$ cat src/rtl/buslogic_cycle.sv
// rtl/buslogic_cycle.sv - 68030 bus-cycle controller: lane strobes, wait states, DSACK/BERR termination
module buslogic_cycle #(
    parameter int PORT_BYTES     = 4,
    parameter int WAIT_STATES    = 1,
    parameter int TIMEOUT_CYCLES = 64
) (
    input  logic                  clock,
    input  logic                  reset_n,
    input  logic                  cpu_address_strobe,
    input  logic                  cpu_rw,
    input  logic [1:0]            cpu_siz,
    input  logic [1:0]            cpu_addr,
    input  logic                  ext_select,
    input  logic                  ext_ack_n,
    output logic [PORT_BYTES-1:0] data_strobe_n,
    output logic                  strobe_oe,
    output logic [1:0]            dsack_n,
    output logic                  dsack_oe,
    output logic                  berr_n,
    output logic                  busy
);

    localparam int TW = $clog2(TIMEOUT_CYCLES + 1);

    // DSACK1/DSACK0 pattern that tells the CPU the port width
    localparam logic [1:0] DSACK_PORT = (PORT_BYTES == 4) ? 2'b00 :
                                        (PORT_BYTES == 2) ? 2'b01 : 2'b10;

    typedef enum logic [2:0] {
        ST_IDLE,
        ST_STROBE,
        ST_WAIT,
        ST_ACK,
        ST_BERR
    } state_t;

    state_t          state_q, state_d;
    logic            rw_q, rw_d;
    logic [1:0]      siz_q, siz_d;
    logic [1:0]      addr_q, addr_d;
    logic            ext_q, ext_d;
    logic [3:0]      wait_cnt_q, wait_cnt_d;
    logic [TW-1:0]   tmo_cnt_q, tmo_cnt_d;

    logic [PORT_BYTES-1:0] lane_on;
    logic [2:0]            lane_off;
    logic [2:0]            lane_end;
    logic                  tmo_hit;
    logic                  wait_done;

    assign tmo_hit   = (tmo_cnt_q == TW'(TIMEOUT_CYCLES - 1));
    assign wait_done = (wait_cnt_q == 4'(WAIT_STATES - 1));

    // Lane decode from latched SIZ/A[1:0]; lane 0 (D31:24) sits in the MSB of the strobe vector
    always_comb begin
        lane_on  = '0;
        lane_off = 3'd0;
        if (PORT_BYTES == 4) begin
            lane_off = {1'b0, addr_q};
        end else if (PORT_BYTES == 2) begin
            lane_off = {2'b00, addr_q[0]};
        end
        // SIZ=00 encodes a long transfer of four bytes
        lane_end = lane_off + ((siz_q == 2'b00) ? 3'd4 : {1'b0, siz_q});
        for (int i = 0; i < PORT_BYTES; i++) begin
            lane_on[PORT_BYTES-1-i] = (3'(i) >= lane_off) && (3'(i) < lane_end);
        end
    end

    // Next-state, latching and counter updates; AS negation overrides everything
    always_comb begin
        state_d    = state_q;
        rw_d       = rw_q;
        siz_d      = siz_q;
        addr_d     = addr_q;
        ext_d      = ext_q;
        wait_cnt_d = wait_cnt_q;
        tmo_cnt_d  = tmo_cnt_q;

        if (state_q != ST_IDLE && cpu_address_strobe) begin
            state_d    = ST_IDLE;
            wait_cnt_d = '0;
            tmo_cnt_d  = '0;
        end else begin
            case (state_q)
                ST_IDLE: begin
                    if (!cpu_address_strobe) begin
                        state_d    = ST_STROBE;
                        rw_d       = cpu_rw;
                        siz_d      = cpu_siz;
                        addr_d     = cpu_addr;
                        ext_d      = ext_select;
                        wait_cnt_d = '0;
                        tmo_cnt_d  = '0;
                    end
                end
                ST_STROBE: begin
                    tmo_cnt_d  = tmo_cnt_q + TW'(1);
                    wait_cnt_d = '0;
                    if (tmo_hit) begin
                        state_d = ST_BERR;
                    end else if (!ext_q && WAIT_STATES == 0) begin
                        state_d = ST_ACK;
                    end else begin
                        state_d = ST_WAIT;
                    end
                end
                ST_WAIT: begin
                    tmo_cnt_d = tmo_cnt_q + TW'(1);
                    if (ext_q) begin
                        // acknowledge beats a timeout landing on the same edge
                        if (!ext_ack_n) begin
                            state_d = ST_ACK;
                        end else if (tmo_hit) begin
                            state_d = ST_BERR;
                        end
                    end else begin
                        if (wait_done) begin
                            state_d = ST_ACK;
                        end else if (tmo_hit) begin
                            state_d = ST_BERR;
                        end else begin
                            wait_cnt_d = wait_cnt_q + 4'd1;
                        end
                    end
                end
                ST_ACK:  state_d = ST_ACK;
                ST_BERR: state_d = ST_BERR;
                default: state_d = ST_IDLE;
            endcase
        end
    end

    // Moore outputs: pin values and drive enables from the current state
    always_comb begin
        data_strobe_n = '1;
        strobe_oe     = 1'b0;
        dsack_n       = 2'b11;
        dsack_oe      = 1'b0;
        berr_n        = 1'b1;
        busy          = 1'b0;
        case (state_q)
            ST_STROBE: begin
                strobe_oe = 1'b1;
                busy      = 1'b1;
                // writes hold strobes off for one cycle of data setup
                if (rw_q) begin
                    data_strobe_n = ~lane_on;
                end
            end
            ST_WAIT: begin
                strobe_oe     = 1'b1;
                busy          = 1'b1;
                data_strobe_n = ~lane_on;
            end
            ST_ACK: begin
                strobe_oe     = 1'b1;
                busy          = 1'b1;
                data_strobe_n = ~lane_on;
                dsack_n       = DSACK_PORT;
                dsack_oe      = 1'b1;
            end
            ST_BERR: begin
                strobe_oe = 1'b1;
                busy      = 1'b1;
                dsack_oe  = 1'b1;
                berr_n    = 1'b0;
            end
            default: begin
                busy = 1'b0;
            end
        endcase
    end

    // State and latched-cycle registers with asynchronous reset
    always_ff @(posedge clock or negedge reset_n) begin
        if (!reset_n) begin
            state_q    <= ST_IDLE;
            rw_q       <= 1'b0;
            siz_q      <= 2'b00;
            addr_q     <= 2'b00;
            ext_q      <= 1'b0;
            wait_cnt_q <= '0;
            tmo_cnt_q  <= '0;
        end else begin
            state_q    <= state_d;
            rw_q       <= rw_d;
            siz_q      <= siz_d;
            addr_q     <= addr_d;
            ext_q      <= ext_d;
            wait_cnt_q <= wait_cnt_d;
            tmo_cnt_q  <= tmo_cnt_d;
        end
    end

endmodule

$ cat config.mk
export PLATFORM = sky130hd
export DESIGN_NAME = buslogic_cycle
export DESIGN_NICKNAME = d
export VERILOG_FILES = /design/src/rtl/buslogic_cycle.sv
export SDC_FILE = /design/constraint.sdc
export NUM_CORES = 1
export LEC_CHECK = 0
export ABC_AREA = 1
export BUFFER_PORTS_ARGS = -buffer_cell sky130_fd_sc_hd__buf_2
export CORE_AREA = 2 2 50 52
export CTS_CLUSTER_DIAMETER = 100
export CTS_CLUSTER_SIZE = 24
export DETAILED_ROUTE_END_ITERATION = 10
export DIE_AREA = 0 0 52 54
export PLACE_DENSITY = 0.81
export SLEW_MARGIN = 10
export SYNTH_ARGS = -nofsm -noshare
export SYNTH_HDL_FRONTEND = slang
export SYNTH_SLANG_ARGS = --single-unit
$ cat constraint.sdc
create_clock -name clock -period 4.6 [get_ports clock]
set_input_delay 0.69 -clock clock [delete_from_list [all_inputs] [get_ports clock]]
set_output_delay 0.69 -clock clock [all_outputs]
set_load 0.005 [all_outputs]
* Word-level counts from Yosys, hierarchy flattened
Cells that the tools add are included.
** Storage, ports and cells
- Register bits after elaboration :: 20
- Word-level logic and storage cells :: 72
** Operators by class
- Add/subtract/negate cells :: 3
- Order comparisons :: 8
- Equality and inequality tests :: 9
- Multiplexer cells :: 24
- Bitwise gates (word level) :: 3
- Reductions and logical operators :: 18
** Operators by type and width (number)
- 3-bit 2-to-1 mux :: 8
- 4-bit 2-to-1 mux :: 6
- 3-bit one-hot mux with 5 select lines :: 1
- 7-bit 2-to-1 mux :: 2
- 7-bit one-hot mux with 2 select lines :: 1
- 3-bit != test (second input constant) :: 4
- 4-bit one-hot mux with 3 select lines :: 1
- 4-bit one-hot mux with 2 select lines :: 1
- 7-bit by 1-bit adder with 7-bit output (second input constant) :: 1
- 7-bit by 6-bit equality test with 1-bit output (second input constant) :: 1
- 3-bit by 2-bit equality test with 1-bit output (second input constant) :: 2
- 1-bit by 3-bit less-than comparator with 1-bit output (first input constant) :: 2
- 2-bit by 3-bit less-than comparator with 1-bit output (first input constant) :: 2
- 3-bit nonzero test :: 2
- 2-bit OR reduction :: 3
- 1-bit logical AND :: 5
- 5-bit AND reduction :: 1
- 4-bit by 1-bit adder with 4-bit output (second input constant) :: 1
- 1-bit by 2-bit greater-or-equal comparator with 1-bit output (first input constant) :: 2
- 2-bit greater-or-equal comparator (first input constant) :: 2
- 4-bit zero test :: 1
- 4-bit NOT :: 1
- 4-bit nonzero test :: 1
- 4-bit OR reduction :: 1
- 10 further kinds :: 13

* Depth between registers and ports, before layout
- Word-level depth :: 8
- Gate-level depth with buffers :: 9
- Depth with buffers taken out :: 9

* Least setup slack after synthesis
OpenSTA, ideal clock, no wires.
- Kind :: flip-flop to output port
- Start :: register siz_q[0]
- End :: output port data_strobe_n[2]
- Arrival time :: 1.462 ns
- Required time :: 3.910 ns
- Path slack :: 2.448 ns
- Stages on the path, launching flop included :: 7
- Path buffers :: 1
- Cell sequence :: dfrtp_1 > clkbuf_1 > ha_1 > fa_1 > xnor2_1 > inv_1 > o211ai_1
** Between the ends
- Cells in the longest elaborated chain, start to end :: 8
** RTL lines
- start, declared :: line 39 : logic [1:0] siz_q, siz_d;
- start signal, assigned :: line 188 : siz_q <= siz_d;
- 2-bit zero test :: line 64 : lane_end = lane_off + ((siz_q == 2'b00) ? 3'd4 : {1'b0, siz_q});
- 3-bit 2-to-1 mux * :: line 64
- 2-bit by 3-bit adder with 3-bit output * :: line 64
- 1-bit by 3-bit less-than comparator with 1-bit output * :: line 66 : lane_on[PORT_BYTES-1-i] = (3'(i) >= lane_off) && (3'(i) < lane_end);
- 1-bit logical AND * :: line 66
- 4-bit NOT * :: line 148, 154, 159
- 4-bit 2-to-1 mux :: line 147 : if (rw_q) begin
- 4-bit one-hot mux with 2 select lines * :: line 142 : case (state_q)
- end, declared :: line 15 : output logic [PORT_BYTES-1:0] data_strobe_n,
Mark *: on every way between the ends. The rest lies on a longest branch, timed or not.

* Worst setup path in the final report
- Start :: register addr_q[0]
- End :: output port data_strobe_n[2]
** Between the ends
- Cells in the longest elaborated chain, start to end :: 6
- Elaborated cells on any way between the ends :: 7
- Classes of those cells :: add/sub (1); order compare (2); mux (2); bitwise (1); reduce/logical (1)
** RTL lines
- start, declared :: line 40 : logic [1:0] addr_q, addr_d;
- start signal, assigned :: line 189 : addr_q <= addr_d;
- 2-bit by 3-bit adder with 3-bit output :: line 64
- 1-bit by 3-bit less-than comparator with 1-bit output :: line 66
- 1-bit logical AND * :: line 66
- 4-bit NOT * :: line 148, 154, 159
- 4-bit 2-to-1 mux :: line 147
- 4-bit one-hot mux with 2 select lines * :: line 142
Marked as above.

==> flow_summary.yaml <==
timing:
  finalCriticalPeriod_ns: 2.660
  hold_viol: 0
  tightestPinTransition_ns: 0.4301
  tns_ns: 0
  slew_headroom_pct: 71.32
  drv_slew: 0
  max_clock_freq_mhz: 376.0
  setup_violations: 0
  rsz0062_at_grt: "false"
  fin_crit_sh_pct: 57.82
  fin_worst_skew_ns: 0.001361
grt:
  track_usage_pct: 19.04
  grt_max_degree: 21
  grt_pass1_wl_um: 3953
  antenna_found_initial: 0
  grt_overflow_total: 0
  grt_pass1_vias: 972
routing:
  drtIter0Drc: 28
  drt_wl_total_um: 2412
  vias: 1086
  wl_per_cell_um: 11.94
  vias_per_cell: 5.376
  dr.pass1.iters: 4
  met3_length_um: 94
  highest_layer: "met4"
  wirelength_met1_um: 1056
  wl_met2_um: 1244
  drc: 0
  postRouteAntennaNets: 0
placement:
  dpl-instance-area_mm2: 0.001348
  port_buffers: 19
  routabilityCongestion: 0.7683
  dp_hpwl_um: 1860
setup_path:
  crit_chain: "ha_1 -> fa_1 -> xnor2_1 -> inv_1 -> o211ai_1 -> buf_2"
  critical-path-top-delay-family: "adder cells"
  rrSetupSlack_ns: 3.14
  required_ns: 3.91
  startpoint_type: "flip-flop"
  cp_max_fo: 4
  crit_slowest_cell: "dfrtp_1"
  r2r-start: "state_q[1]"
  critPathArrivalTime_ns: 1.97
  r2r-end: "tmo_cnt_q[5]"
  critPathKind: "reg -> out"
  critPathMaxStageDelay_ns: 0.43
  r2r_cells: 5
  path_buf_inv: 2
  crit_path_end_kind: "primary output"
finish:
  drive_gt1_share_pct: 23.26
  fin_util_pct: 60.36
  insertedDiodeCount: 0
  final_cell_mix: "nand2_1, dfrtp_1, buf_2, inv_1, nor2_1"
  layout_commonest_cell: "nand2_1"
  fin_area_mm2: 0.001400
  area_growth_pct: 12.12
  nets: 188
pwr:
  ir_drop_uv: 279.8
  powerDensity_mw_per_mm2: 522.0
  p_leak_nw: 0.6850
  p_total_uw: 730.9
floorplanning:
  die_x_um: 52
  dieArea_mm2: 0.002808
  initial_core_util_pct: 53.83
  coreArea_mm2: 0.002320
  rows: 18
  io_pins: 20
  die_h_um: 54
yosys:
  yosys_register_bits: 20
  synth-edff-count: 0
  yosys_warnings: 0
  syn_area_mm2: 0.001249
  yosysSeqAreaShare_pct: 40.08
  yosysUniqueCellTypes: 29
  synth_area_per_cell_um2: 8.108
  synth_nets: 169
  postSynthCellCount: 154
  synth_flop_cell: "dfrtp_1"
  postSynth.asyncResetShare_pct: 100.0
clock_network:
  post_cts_buffers: 0
  root_buffer: "clkbuf_4"
  clock_sinks: 20
  clk_path_buf_depth: 2
  cts_buffers: 3
  cts_tree: "built"
  hold_buffers: 0
  clk_pin_slew_ns: 0.11
  cts_resized: 0
  htree_levels: 1
  clock_latency_ns: 0.30
status:
  status: "finished, final reports clean"
run:
  maxCapViolations: 0
min_path:
  hp-class: "in -> async"
area by class of cell:
type	instances	area, µm²
multi-input cells	109	639.4
flip-flops and latches	20	500.5
well taps	30	37.54
fillers	199	919.6
inverters	20	75.07
repair buffers	19	95.09
clock inverters	1	30.03
clock buffers	3	22.52
how the worst max path moves through the flow:
| stage | startpoint | to | slack (ns) | cells after the start |
|---|---|---|---|---|
| after floorplan | siz_q[0] | data_strobe_n[2] | 2.45 | 6 |
| after global placement | addr_q[0] | data_strobe_n[2] | 2.37 | 6 |
| after detailed placement | addr_q[0] | data_strobe_n[2] | 2.29 | 6 |
| after CTS | addr_q[0] | data_strobe_n[2] | 1.93 | 6 |
| after global routing | addr_q[0] | data_strobe_n[2] | 1.81 | 6 |
| final | addr_q[0] | data_strobe_n[2] | 1.94 | 6 |
metal layers:
metal | vias to the layer above | GRT usage, %
li1 | 542 | -
met1 | 523 | 21.89
met2 | 19 | 33.76
met3 | 2 | 5.833
met4 | 0 | 6.140
met5 | - | 0
cells in the mapped netlist, types with 3 or more instances:
cell type | n | area, µm²
nand4_1 | 8 | 50.05
inv_1 | 17 | 63.81
nand2_1 | 32 | 120.1
a21oi_1 | 8 | 40.04
mux2_2 | 4 | 45.04
ha_1 | 4 | 50.05
nor2_1 | 15 | 56.30
inv_2 | 3 | 11.26
o21ai_0 | 3 | 15.01
dfrtp_1 | 20 | 500.5
nand2_2 | 3 | 18.77
o21ai_1 | 3 | 15.01
nand3_1 | 11 | 55.05
through the flow:
stage | std cells | hold WS (ns) | setup WS [ns]
finish | 202 | 0.3075 | 1.940
floorplan | 154 | 0.3944 | 2.448
CTS | 202 | 0.3187 | 1.928
global placement | 198 | 0.4923 | 2.372
detailed placement | 198 | 0.5069 | 2.287
global route | 202 | 0.3235 | 1.809
registers in the layout, indices dropped and copies added, names as in the netlist:
signal and count:
addr_q 2, ext_q 1, rw_q 1, siz_q 2
state_q 3, tmo_cnt_q 7, wait_cnt_q 4
power breakdown:
group / internal, mW / leakage [nW] / switching, mW / total (mW)
clock: 0.0881 / 0.0279 / 0.0545 / 0.143
sequential: 0.218 / 0.258 / 0.0492 / 0.267
combinational: 0.135 / 0.399 / 0.186 / 0.321
kinds of logic (layout without fill, tap and decap cells):
family	after synthesis	after routing	synth area share, %
AO/OA/AOI/OAI	21	21	9.920
XOR/XNOR	2	2	1.403
buffers and inverters	25	43	8.717
flip-flops	20	20	40.08
adder cells (fa/ha/maj)	5	5	5.611
multiplexers	4	4	3.607
AND/OR/NAND/NOR	77	77	30.66
No activity file was read; power rests on OpenSTA's default activity.
